<file path="config.mk">
export PLATFORM = sky130hd
export DESIGN_NAME = alu_sequencer
export DESIGN_NICKNAME = d
export VERILOG_FILES = /design/src/rtl/alu_ctrl_pkg.sv /design/src/rtl/alu_regfile.sv /design/src/rtl/alu_sequencer.sv
export SDC_FILE = /design/constraint.sdc
export NUM_CORES = 1
export LEC_CHECK = 0
export CORE_AREA = 2 2 113 115
export CTS_BUF_LIST = sky130_fd_sc_hd__clkbuf_16
export DETAILED_ROUTE_END_ITERATION = 6
export DIE_AREA = 0 0 115 117
export SYNTH_ARGS = -nofsm -noshare
export SYNTH_HDL_FRONTEND = slang
export SYNTH_SLANG_ARGS = --single-unit
export TNS_END_PERCENT = 100
</file>
<file path="constraint.sdc">
create_clock -name clk -period 8.18 [get_ports clk]
set_input_delay 2.454 -clock clk [delete_from_list [all_inputs] [get_ports clk]]
set_output_delay 2.454 -clock clk [all_outputs]
set_load 0.03 [all_outputs]
</file>
<file path="src/rtl/alu_ctrl_pkg.sv">
`default_nettype none
// +----------------------------------------------------------------------+
// | alu_ctrl_pkg: shared opcodes, states and instruction field layout    |
// | Rev 1.0                                                              |
// +----------------------------------------------------------------------+
package alu_ctrl_pkg;

  typedef enum logic [2:0] {
    OP_NOP   = 3'b000,
    OP_SUB   = 3'b001,
    OP_ADD   = 3'b010,
    OP_ASC   = 3'b011,
    OP_DESC  = 3'b100,
    OP_LOADI = 3'b101
  } opcode_e;

  typedef enum logic [1:0] {
    ST_IDLE = 2'd0,
    ST_EXEC = 2'd1,
    ST_SORT = 2'd2,
    ST_DONE = 2'd3
  } state_e;

  localparam int OP_MSB  = 11;
  localparam int OP_LSB  = 9;
  localparam int RD_MSB  = 8;
  localparam int RD_LSB  = 6;
  localparam int RA_MSB  = 5;
  localparam int RA_LSB  = 3;
  localparam int RB_MSB  = 2;
  localparam int RB_LSB  = 0;
  localparam int IMM_MSB = 3;
  localparam int IMM_LSB = 0;

  localparam logic [2:0] ALU_OP_NONE = 3'b000;
  localparam logic [2:0] ALU_OP_SUB  = 3'b001;
  localparam logic [2:0] ALU_OP_ADD  = 3'b010;

endpackage : alu_ctrl_pkg
`default_nettype wire

</file>
<file path="src/rtl/alu_regfile.sv">
`default_nettype none
// +----------------------------------------------------------------------+
// | alu_regfile: 8x4 register file, two operand reads, debug read,       |
// | two write ports for swapping a register pair in one edge. Rev 1.0    |
// +----------------------------------------------------------------------+
module alu_regfile (
  input  logic       clk,
  input  logic       reset,
  input  logic [2:0] rd_addr_a,
  output logic [3:0] rd_data_a,
  input  logic [2:0] rd_addr_b,
  output logic [3:0] rd_data_b,
  input  logic [2:0] dbg_addr,
  output logic [3:0] dbg_data,
  input  logic       we_a,
  input  logic [2:0] waddr_a,
  input  logic [3:0] wdata_a,
  input  logic       we_b,
  input  logic [2:0] waddr_b,
  input  logic [3:0] wdata_b
);

  logic [7:0][3:0] regs_q;
  logic [7:0][3:0] regs_d;

  always_comb begin
    regs_d = regs_q;
    if (we_a) regs_d[waddr_a] = wdata_a;
    if (we_b) regs_d[waddr_b] = wdata_b;
  end

  for (genvar g = 0; g < 8; g++) begin : g_reg
    always_ff @(posedge clk) begin
      if (reset) regs_q[g] <= 4'd0;
      else       regs_q[g] <= regs_d[g];
    end
  end

  assign rd_data_a = regs_q[rd_addr_a];
  assign rd_data_b = regs_q[rd_addr_b];
  assign dbg_data  = regs_q[dbg_addr];

endmodule : alu_regfile
`default_nettype wire

</file>
<file path="src/rtl/alu_sequencer.sv">
`default_nettype none
// +----------------------------------------------------------------------+
// | alu_sequencer: instruction controller for the 4-bit ALU; ADD/SUB via |
// | the external ALU, range sorts as in-place bubble sort. Rev 1.0       |
// +----------------------------------------------------------------------+
module alu_sequencer
  import alu_ctrl_pkg::*;
(
  input  logic        clk,
  input  logic        reset,
  input  logic        in_valid,
  output logic        in_ready,
  input  logic [11:0] in_instr,
  output logic [2:0]  alu_op,
  output logic [3:0]  alu_a,
  output logic [3:0]  alu_b,
  input  logic [3:0]  alu_result,
  output logic        busy,
  output logic        done,
  output logic        err,
  input  logic [2:0]  dbg_addr,
  output logic [3:0]  dbg_data
);

  state_e      state_q, state_d;
  logic [11:0] instr_q, instr_d;
  logic [2:0]  idx_q, idx_d;
  logic [2:0]  hi_q, hi_d;
  logic        swapped_q, swapped_d;

  logic [2:0]  op_q, rd_q, ra_q;
  logic [2:0]  in_op, in_rd, in_ra, in_rb;
  logic [3:0]  in_imm;
  logic [2:0]  idx_next;
  logic [2:0]  rd_addr_a, rd_addr_b;
  logic [3:0]  rd_data_a, rd_data_b;
  logic        we_a, we_b;
  logic [2:0]  waddr_a, waddr_b;
  logic [3:0]  wdata_a, wdata_b;
  logic        do_swap, swapped_now;

  assign op_q   = instr_q[OP_MSB:OP_LSB];
  assign rd_q   = instr_q[RD_MSB:RD_LSB];
  assign ra_q   = instr_q[RA_MSB:RA_LSB];
  assign in_op  = in_instr[OP_MSB:OP_LSB];
  assign in_rd  = in_instr[RD_MSB:RD_LSB];
  assign in_ra  = in_instr[RA_MSB:RA_LSB];
  assign in_rb  = in_instr[RB_MSB:RB_LSB];
  assign in_imm = in_instr[IMM_MSB:IMM_LSB];

  assign idx_next = idx_q + 3'd1;

  // Read ports follow the sort cursor during SORT, otherwise the operand fields.
  assign rd_addr_a = (state_q == ST_SORT) ? idx_q    : ra_q;
  assign rd_addr_b = (state_q == ST_SORT) ? idx_next : instr_q[RB_MSB:RB_LSB];

  alu_regfile u_regfile (
    .clk       (clk),
    .reset     (reset),
    .rd_addr_a (rd_addr_a),
    .rd_data_a (rd_data_a),
    .rd_addr_b (rd_addr_b),
    .rd_data_b (rd_data_b),
    .dbg_addr  (dbg_addr),
    .dbg_data  (dbg_data),
    .we_a      (we_a),
    .waddr_a   (waddr_a),
    .wdata_a   (wdata_a),
    .we_b      (we_b),
    .waddr_b   (waddr_b),
    .wdata_b   (wdata_b)
  );

  always_comb begin
    state_d     = state_q;
    instr_d     = instr_q;
    idx_d       = idx_q;
    hi_d        = hi_q;
    swapped_d   = swapped_q;
    we_a        = 1'b0;
    waddr_a     = rd_q;
    wdata_a     = alu_result;
    we_b        = 1'b0;
    waddr_b     = idx_next;
    wdata_b     = rd_data_a;
    do_swap     = 1'b0;
    swapped_now = swapped_q;
    case (state_q)
      ST_IDLE: begin
        if (in_valid) begin
          instr_d = in_instr;
          case (in_op)
            OP_ADD, OP_SUB: state_d = ST_EXEC;
            OP_ASC, OP_DESC: begin
              if (in_ra < in_rb) begin
                state_d   = ST_SORT;
                idx_d     = in_ra;
                hi_d      = in_rb;
                swapped_d = 1'b0;
              end else begin
                state_d = ST_DONE;
              end
            end
            OP_LOADI: begin
              we_a    = 1'b1;
              waddr_a = in_rd;
              wdata_a = in_imm;
              state_d = ST_DONE;
            end
            default: state_d = ST_DONE;
          endcase
        end
      end
      ST_EXEC: begin
        we_a    = 1'b1;
        state_d = ST_DONE;
      end
      ST_SORT: begin
        do_swap = (op_q == OP_ASC) ? (rd_data_a > rd_data_b) : (rd_data_a < rd_data_b);
        if (do_swap) begin
          we_a    = 1'b1;
          waddr_a = idx_q;
          wdata_a = rd_data_b;
          we_b    = 1'b1;
        end
        swapped_now = swapped_q | do_swap;
        if (idx_next < hi_q) begin
          idx_d     = idx_next;
          swapped_d = swapped_now;
        end else if (!swapped_now || ((hi_q - 3'd1) == ra_q)) begin
          state_d = ST_DONE;
        end else begin
          // Largest (or smallest) element has settled at hi; shrink the pass.
          hi_d      = hi_q - 3'd1;
          idx_d     = ra_q;
          swapped_d = 1'b0;
        end
      end
      ST_DONE: state_d = ST_IDLE;
      default: state_d = ST_IDLE;
    endcase
  end

  always_ff @(posedge clk) begin
    if (reset) begin
      state_q   <= ST_IDLE;
      instr_q   <= 12'd0;
      idx_q     <= 3'd0;
      hi_q      <= 3'd0;
      swapped_q <= 1'b0;
    end else begin
      state_q   <= state_d;
      instr_q   <= instr_d;
      idx_q     <= idx_d;
      hi_q      <= hi_d;
      swapped_q <= swapped_d;
    end
  end

  assign in_ready = (state_q == ST_IDLE);
  assign busy     = (state_q != ST_IDLE);
  assign done     = (state_q == ST_DONE);
  assign err      = done & op_q[2] & op_q[1];
  assign alu_op   = (state_q != ST_EXEC) ? ALU_OP_NONE :
                    (op_q == OP_SUB)     ? ALU_OP_SUB  : ALU_OP_ADD;
  assign alu_a    = (state_q == ST_EXEC) ? rd_data_a : 4'd0;
  assign alu_b    = (state_q == ST_EXEC) ? rd_data_b : 4'd0;

endmodule : alu_sequencer
`default_nettype wire
</file>
==> key figures <==
Layout
  – Fill cells: 1243
  – Layout cells sized above 1: 0.118
  – Number of diodes: 0
  – Area delta synth->final: 10.8%
  – Nets@finish: 604

Yosys
  – Netlist cell types: 84
  – Area leader, netlist: dfxtp_1
  – Area share of the largest cell type after synthesis: 0.223
  – FFs w/ async S/R, synth: 0
  – Cell count after synthesis: 555
  – Post-Syn Area: 0.00475 mm2
  – Most frequent cells after synthesis: 53 x dfxtp_1, 48 x o211ai_1, 47 x nand2_1
  – FF+latch count, synth: 53
  – Post-Syn Nets: 593
  – Seq/Total Area, Yosys: 0.223
  – Most used DFF post-synth: dfxtp_1
  – Top-count cell post-synth: dfxtp_1
  – Syn. warnings: 0
  – Top cells by area, synth: dfxtp_1 22%, o211ai_1 7.6%, mux4_2 4.3%
  – Post-Syn Area per Cell: 8.57 um2
  – Post-synth EDFFs: 0

Clocking
  – Clock sink count: 53
  – Clock-pin slew on the worst setup and hold paths: 80 ps
  – Worst-skew pair later-pin latency: 300 ps
  – Clk root buf: clkbuf_16
  – Clock buffer depth: 2
  – Post-CTS setup buffers: 0
  – CTS buffer count: 5
  – H-tree levels: 2
  – Post-CTS sizing: 0
  – Hold buffer count at cts: 0
  – CTS tree: built

Die
  – Die X: 115 um
  – I/O pin cnt: 41
  – Initial core utilization: 0.386
  – Die ar.: 0.0135 mm2
  – Site Rows: 41
  – Die height: 117 um
  – Core area: 0.0123 mm2

Setup path
  – Family with the most delay on the worst path: buffers and inverters
  – WP data required: 5730 ps
  – Critical R2R Capture: u_regfile.regs_q[10]
  – Buf+Inv Stages, Crit Path: 2
  – Worst path cell trace: clkdlybuf4s50_1 -> mux4_2 -> mux2_2 -> clkdlybuf4s50_1
  – Max FO, Critical Path: 8
  – Critical path type: in -> out
  – WP data arrival: 4660 ps
  – Reg2Reg Launch Point: state_q[0]
  – Critical Path Sink Type: output port
  – Startpoint types: primary input
  – Critical Path Stages: 4
  – R2R setup slack: 2170 ps
  – Reg2reg path depth: 13
  – Cell with the largest stage delay on the worst path: clkdlybuf4s50_1
  – Largest stage delay on the critical path: 770 ps
  – CP dominant cell by count: clkdlybuf4s50_1

Min path
  – Hold Crit Depth: 2
  – Worst min path class: reg -> reg
  – Hold path endpoint: instr_q[0]
  – Hold path start: instr_q[0]

STA
  – Final setup fails: 0
  – Tmin final: 7110 ps
  – Least-Margin Pin Slew: 1120 ps
  – Fin. Hold Viols: 0
  – Fmax: 141 MHz
  – Fin Setup TNS: 0 ps
  – Fin crit share: 0.869
  – Clock skew: 7.77 ps
  – Slew Limit Fails: 0
  – RSZ-0062 raised after global routing: false
  – Slew headroom: 0.235

GRT
  – Global-route wire length before repair: 25400 um
  – Largest net degree at the start of global routing: 43
  – Grt ovf: 0
  – Vias in the first global route: 4472
  – GRT Util Overall: 0.246
  – Initial antenna violation count: 0

Power
  – Overall Power: 1.91 mW
  – Leakage: 1.86 nW
  – PwrDens: 363 mW/mm2
  – IR drop worst, VDD: 0.000221 V

Drt
  – Routed len/inst: 22.9 um
  – Vias: 4752
  – Iter 0 DRT Violations: 336
  – Drt total wl: 16400 um
  – Antenna-violating nets left: 0
  – Vias per cell: 6.63
  – Drt first pass iters: 5
  – DRC viols: 0

Run
  – Max-Cap Viols: 0

Placed design
  – DP HPWL: 12000 um
  – RePlAce Congestion: 0.924
  – Buffers added on ports: 39

Run status
  – Run status: finished clean
## where the power goes
| part | switching, mW | internal (mW) | total, mW |
|---|---|---|---|
| registers | 0.0647 | 0.301 | 0.365 |
| logic | 0.924 | 0.395 | 1.32 |
| clock network | 0.111 | 0.116 | 0.227 |
| total | 1.10 | 0.812 | 1.91 |
## cells in the final DEF, fill, tap and decap left out, types with 5 or more instances in the layout
cell type,count
a21oi_1,36
xnor2_1,5
o211ai_1,48
and2_1,7
mux4_1,7
o221ai_1,5
a21o_1,6
ha_1,16
inv_1,19
nor3_1,15
mux2_2,9
dfxtp_1,53
a211oi_1,6
nor2_1,22
a22oi_1,5
clkdlybuf4s50_1,39
nand4_1,22
nand2b_1,15
nand3_1,26
nor4_1,8
a31oi_1,13
nand2_1,47
o311ai_0,6
mux4_2,9
o31ai_1,16
mux2i_1,10
clkbuf_16,5
## sequential cells by signal (all words and copies together) (netlist names)
name and flops:
swapped_q 1, state_q 2, u_regfile.regs_q 32, idx_q 3
instr_q 12, hi_q 3
## stage by stage
stage | utilization | instances | setup slack (ps) | hold slack, ps | instance area (um2)
finish | 0.428 | 717 | 1070 | 483 | 5270
global route | 0.428 | 717 | 971 | 522 | 5270
CTS | 0.428 | 717 | 1040 | 486 | 5270
detailed placement | 0.416 | 709 | 1050 | 475 | 5120
global placement | 0.416 | 709 | 1140 | 462 | 5120
floorplan | - | 555 | 2020 | 445 | 4750
## worst min-delay path: stages (launching register included)
cell	delay (ps)
dfxtp_1	330
nand2_1	60
a21oi_1	50
## layer usage
layer / wire, um / track usage / up-vias
met5: 0 / 0 / -
met4: 654 / 0.108 / 0
met3: 1550 / 0.0515 / 47
met2: 7400 / 0.392 / 260
met1: 6790 / 0.323 / 2238
li1: - / - / 2207
## cell families (layout without fill, tap and decap cells)
kind of cell	Yosys count	after routing	synth area share
AND/OR/NAND/NOR	192	192	0.219
AO/OA/AOI/OAI	190	190	0.304
buffers and inverters	61	73	0.0689
flip-flops	53	53	0.223
multiplexers	36	36	0.127
adder cells (fa/ha/maj)	16	16	0.0421
XOR/XNOR	6	6	0.0150
other	1	1	0.000789
## worst max path at each step
stage / start / to / slack [ps]
6_report: dbg_addr[1] / dbg_data[2] / 1070
5_1_grt: dbg_addr[1] / dbg_data[2] / 970
4_1_cts: dbg_addr[1] / dbg_data[2] / 1040
3_5_place_dp: dbg_addr[1] / dbg_data[2] / 1050
3_3_place_gp: dbg_addr[1] / dbg_data[3] / 1140
2_1_floorplan: dbg_addr[1] / dbg_data[2] / 2020
## layout make-up
cell class	count	area, um2	share of cell area
clock buffers	5	125	0.0237
clock inverters	3	26.3	0.00499
inverters	22	82.6	0.0157
multi-input cells	441	3370	0.639
flip-flops and latches	53	1060	0.201
well taps	150	188	0.0356
repair buffers	43	420	0.0798
No activity file was read; power rests on OpenSTA's default activity.
